===== src/rtl/fetch_sequencer.sv =====
// Multi-cycle fetch controller: walks PC -> MAR -> program memory -> MDR -> IR,
// then hands the instruction to decode over a valid/ready handshake.
module fetch_sequencer #(
  parameter int                ADDR_W   = 5,
  parameter int                CNT_W    = 16,
  parameter logic [ADDR_W-1:0] RESET_PC = '0
) (
  input  logic              clk,
  input  logic              reset,
  input  logic              start,
  input  logic              halt,
  input  logic              redirect_valid,
  input  logic [ADDR_W-1:0] redirect_addr,
  input  logic              out_ready,
  input  logic              pm_load_req,
  output logic              pm_load_gnt,
  output logic [ADDR_W-1:0] pc_addr,
  output logic              mar_wr,
  output logic              pm_rd,
  output logic              mdr_wr,
  output logic              ir_wr,
  output logic              out_valid,
  output logic              busy,
  output logic [CNT_W-1:0]  fetch_count
);

  typedef enum logic [2:0] {
    IDLE  = 3'd0,
    ADDR  = 3'd1,
    READ  = 3'd2,
    LATCH = 3'd3,
    LOAD  = 3'd4,
    VALID = 3'd5
  } state_t;

  state_t            state, state_next;
  logic [ADDR_W-1:0] pc, pc_next;
  logic [CNT_W-1:0]  count, count_next;
  logic              halt_pending, halt_pending_next;
  logic              handshake;
  logic              stop_after;

  assign handshake  = (state == VALID) && out_ready;
  assign stop_after = halt_pending || halt;

  always_ff @(posedge clk) begin
    if (reset) begin
      state        <= IDLE;
      pc           <= RESET_PC;
      count        <= '0;
      halt_pending <= 1'b0;
    end else begin
      state        <= state_next;
      pc           <= pc_next;
      count        <= count_next;
      halt_pending <= halt_pending_next;
    end
  end

  // A handshake retires the instruction even when a redirect lands on the same cycle.
  always_comb begin
    state_next        = state;
    pc_next           = pc;
    count_next        = count;
    halt_pending_next = halt_pending;
    if (state == IDLE) begin
      if (redirect_valid) begin
        pc_next = redirect_addr;
      end else if (start && !halt && !pm_load_req) begin
        state_next = ADDR;
      end
    end else begin
      halt_pending_next = stop_after;
      if (handshake) begin
        count_next = count + 1'b1;
        pc_next    = redirect_valid ? redirect_addr : pc + 1'b1;
        if (stop_after) begin
          state_next        = IDLE;
          halt_pending_next = 1'b0;
        end else begin
          state_next = ADDR;
        end
      end else if (redirect_valid) begin
        pc_next    = redirect_addr;
        state_next = ADDR;
      end else begin
        case (state)
          ADDR:    state_next = READ;
          READ:    state_next = LATCH;
          LATCH:   state_next = LOAD;
          LOAD:    state_next = VALID;
          default: state_next = state;
        endcase
      end
    end
  end

  assign mar_wr      = (state == ADDR);
  assign pm_rd       = (state == READ);
  assign mdr_wr      = (state == LATCH);
  assign ir_wr       = (state == LOAD);
  assign out_valid   = (state == VALID);
  assign busy        = (state != IDLE);
  assign pm_load_gnt = (state == IDLE) && pm_load_req;
  assign pc_addr     = pc;
  assign fetch_count = count;

endmodule


===== config.mk =====
export PLATFORM = sky130hd
export DESIGN_NAME = fetch_sequencer
export DESIGN_NICKNAME = d
export VERILOG_FILES = /design/src/rtl/fetch_sequencer.sv
export SDC_FILE = /design/constraint.sdc
export NUM_CORES = 1
export LEC_CHECK = 0
export ABC_AREA = 1
export ABC_CLOCK_PERIOD_IN_PS = 1500
export CAP_MARGIN = 25
export CELL_PAD_IN_SITES_DETAIL_PLACEMENT = 0
export CELL_PAD_IN_SITES_GLOBAL_PLACEMENT = 1
export CORE_MARGIN = 2
export CORE_UTILIZATION = 25
export DETAILED_ROUTE_END_ITERATION = 8
export PLACE_DENSITY_LB_ADDON = 0.1
export SLEW_MARGIN = 20
export SYNTH_ARGS = -nofsm -noshare
export SYNTH_HDL_FRONTEND = slang
export SYNTH_SLANG_ARGS = --single-unit

===== constraint.sdc =====
create_clock -name clk -period 1.5 [get_ports clk]
set_input_delay 0.225 -clock clk [delete_from_list [all_inputs] [get_ports clk]]
set_output_delay 0.225 -clock clk [all_outputs]
set_load 0.05 [all_outputs]

---- Word-level counts from Yosys, hierarchy flattened ----
Index checks and enable logic that the tools add are counted.
word-level totals
  flip-flop bits (word level) ............. 25
  logic and storage cells ................. 38
operators by class
  add/subtract/negate cells ............... 2
  eq/ne operators ......................... 7
  multiplexer cells ....................... 12
  bitwise logic cells ..................... 1
  reductions and logical operators ........ 12
operators with widths
  cell                                            number
  2-to-1 mux 5 bit                                4
  adder 16 x 1 -> 16 bit (second input constant)  1
  2-to-1 mux 3 bit                                5
  one-hot mux 3 bit (4 select lines)              1
  nonzero test 7 bit                              1
  == test 3 x 2 -> 1 bit (second input constant)  2
  == test 3 bit (second input constant)           2
  adder 5 x 1 -> 5 bit (second input constant)    1
  logical AND 1 bit                               4
  != test 2 bit (second input constant)           2
  == test 3 x 1 -> 1 bit (second input constant)  1
  zero test 3 bit                                 1
  AND reduction 3 bit                             1
  nonzero test 3 bit                              1
  zero test 1 bit                                 2
  2-to-1 mux 1 bit                                2
  AND reduction 2 bit                             1
  logical OR 1 bit                                1
  NOT 1 bit                                       1

---- Logic depth before layout (Yosys ltp) ----
  word-level depth ........................ 6
  depth in mapped cells ................... 9
  depth with buffers taken out ............ 9

---- Worst setup path after synthesis ----
OpenSTA, ideal clock, no wires.
  path type ............................... register -> output
  start point ............................. reg state[0]
  end point ............................... out pm_load_gnt
  data arrival time ....................... 1792 ps
  slack ................................... -517 ps
  stages on the path, launching flop included .. 5
  buffers on the path ..................... 1
  path through ............................ dfxtp_1 > buf_4 > nor2_1 > nand2_1 > nor2_1
on the way
  cells in the longest elaborated chain, start to end .. 2
ends and longest elaborated chain
  element                 line  source
  from (decl)             36    state_t state, state_next;
  from (signal assigned)  53    state <= state_next;
  zero test 3 bit         104   assign pm_load_gnt = (state == IDLE) && pm_load_req;
  logical AND 1 bit       104
  to (decl)               16    output logic pm_load_gnt,
No other way between the ends.

---- Worst setup path in the final report ----
  start point ............................. reg state[2]
  end point ............................... out ir_wr
on the way
  cells in the longest elaborated chain, start to end .. 1
ends and longest elaborated chain
  element        line  source
  == test 3 bit  101   assign ir_wr = (state == LOAD);
  to (decl)      21    output logic ir_wr,
No other way between the ends.

==> impl_metrics.json <==
{
  "status": "completed",
  "swShare_pct": 37.29,
  "switching_power_w": 0.0007742,
  "drcViolationCount": 0,
  "synth_top_area_share_pct": 37.45,
  "die-width_um": 77.11,
  "start_util_pct": 26.00,
  "worst_ep_required_time_ps": 1270,
  "dieArea_um2": 5946,
  "fmax_ghz": 0.7053,
  "p_comb_share_pct": 42.5,
  "diodes": 0,
  "rows": 26,
  "yosysSeqAreaShare_pct": 37.45,
  "worstPathCellList": "buf_4 > nand2_1 > inv_1 > buf_12",
  "place_area_um2": 2146,
  "irDropWorstVdd_v": 0.0004667,
  "drive_gt1_share_pct": 27.31,
  "io_buffers": 39,
  "via_count": 1373,
  "crit_fanout": 5,
  "clockBufferDepth": 2,
  "gp_congestion": 0.7795,
  "p_total_w": 0.002076,
  "yosysWarningCount": 0,
  "drv_cap": 0,
  "crit_type": "flop to output port",
  "areaGrowthSynthToFinish_pct": 65.82,
  "htree_levels": 1,
  "slowest_stage": "dfxtp_1",
  "top_level_ports": 40,
  "min_period_ps": 1418,
  "groute.usage.overall_pct": 12.17,
  "final_cells": 330,
  "die_y_um": 77.11,
  "synth_cell_types": 25,
  "ant_nets": 0,
  "antenna_found_initial": 0,
  "grt_pass1_vias": 1276,
  "final_cell_mix": "nand2_1 (53), nor2_1 (35), buf_12 (23)",
  "crit_arrival_ps": 1190,
  "setup_violations": 0,
  "grt_max_degree": 18,
  "min_path_type": "flop to flop",
  "p_clk_share_pct": 20.0,
  "place_hpwl_mm": 2.628,
  "cp-start-kind": "flop",
  "clock-sinks": 25,
  "synthCells": 205,
  "fin_setup_tns_ps": 0,
  "ctsRootBufferMaster": "clkbuf_8",
  "final_common_cell": "nand2_1",
  "globalRouteOverflowTotal": 0,
  "cts_buffers": 3,
  "timing.final.crit_share_pct": 94.52,
  "slowest_delay_ps": 450,
  "cts_tree": "built",
  "coreArea_um2": 5140,
  "end_kind": "output port",
  "p_per_area_nw_per_um2": 937.0,
  "hold_viol": 0,
  "rsz0062_at_grt": "false",
  "synth_nets": 219,
  "nFillCells": 551,
  "final_area_um2": 2216,
  "nets": 275,
  "drt-total-wl_mm": 3.464,
  "synth_top_area_cell": "dfxtp_1",
  "dr.pass1.iters": 4,
  "first_iter_violations": 49,
  "drv_slew": 0,
  "seq_power_share_pct": 37.5,
  "p_leak_nw": 0.9447,
  "worst_pin_slew_ps": 290.7,
  "clk_latency_ps": 270,
  "wl_per_cell_um": 10.50,
  "vias_per_cell": 4.161,
  "dp.cells": 325,
  "utilization_pct": 43.11,
  "cts.clk_slew.worst_paths_ps": 90,
  "avgSynthCellArea_um2": 6.518,
  "slew_headroom_pct": 80.60,
  "ys_ff_latch": 25,
  "skew_ps": 1.868,
  "internal-power_w": 0.001302,
  "syn-cell-area_um2": 1336,
  "grt_pass1_wl_mm": 5.975,
  "synthTopCellsByArea": "dfxtp_1 (37%), nand2_1 (15%), nor2_1 (11%)"
}
==> power by group through the flow <==
| stage | Combinational [W] | Clock, W | Sequential (W) |
|---|---|---|---|
| after floorplan | 0.000478 | 0 | 0.000773 |
| after global placement | 0.000856 | 0 | 0.000773 |
| after detailed placement | 0.000850 | 0 | 0.000774 |
| after CTS | 0.000871 | 0.000432 | 0.000773 |
| after global routing | 0.000942 | 0.000457 | 0.000788 |
| final | 0.000883 | 0.000415 | 0.000778 |
==> flip-flops by register name, indices dropped and copies added (netlist names) <==
name and cells:
pc_addr 5, fetch_count 16, state 3, halt_pending 1
==> what timing repair did <==
action | in CTS | in global routing
resized for setup | 6 | 2
hold buffers | 0 | 0
buffers inserted | 0 | 1
pin swaps | 0 | 1
setup endpoints to repair | 4 | 3
==> worst paths after layout <==
| check | from | endpoint | slack, ps | depth (start not counted) |
|---|---|---|---|---|
| min | fetch_count[1] | fetch_count[1] | 510 | 2 |
| min reg2reg | fetch_count[1] | fetch_count[1] | 510 | 2 |
| max | state[2] | ir_wr | 80 | 4 |
| max reg2reg | state[2] | pc_addr[4] | 160 | 7 |
==> layer usage <==
| layer | vias to the layer above | share of wire [%] | GRT usage (%) |
|---|---|---|---|
| li1 | 763 | - | - |
| met1 | 577 | 51 | 17.41 |
| met2 | 31 | 44 | 18.68 |
| met3 | 2 | 4.4 | 2.000 |
| met4 | 0 | 0.55 | 3.750 |
| met5 | - | 0 | 0 |
==> through the flow <==
step           hold WS, ps  setup slack [ps]
2_1_floorplan        286.7            -174.6
3_3_place_gp         491.4            -128.1
3_5_place_dp         488.4            -143.6
4_1_cts              506.0             33.19
5_1_grt              539.1             4.812
6_report             505.9             82.22
==> synth_stat cells <==
cell      number
a31oi_1        1
nor3_1         6
nor2_8         1
inv_2          2
o21ai_1        1
o31ai_1        1
nand3_1       11
dfxtp_1       25
nand2_1       54
nand4_1        4
nand4_4        1
o21ai_0        9
xor2_1         1
nand3_2        1
a211oi_1       1
nor2_1        38
nor2_4         1
nor2_2         4
clkbuf_1       1
inv_1         22
ha_1           2
buf_2          1
a21oi_1       14
clkinv_1       1
buf_4          2
==> cells by family after synthesis <==
group	synth area share (%)
XOR/XNOR	0.6556
buffers and inverters	8.801
flip-flops	37.45
AND/OR/NAND/NOR	40.64
AO/OA/AOI/OAI	10.58
adder cells (fa/ha/maj)	1.872
==> worst max-delay path: cells and delay by family, from the launching register on <==
kind / cells / cell delay (ps)
DFF: 1 / 450
and+or+nand+nor: 1 / 50
buffers and inverters: 3 / 410
==> final cells by class <==
type / instances / area, µm² / share of cell area, %
clock buffers: 4 / 45.04 / 2.033
inverters: 25 / 93.84 / 4.235
multi-input cells: 151 / 748.2 / 33.77
flip-flops and latches: 25 / 513.0 / 23.15
well taps: 70 / 87.58 / 3.953
repair buffers: 55 / 728.2 / 32.86
Power figures use the tool's default switching activity.
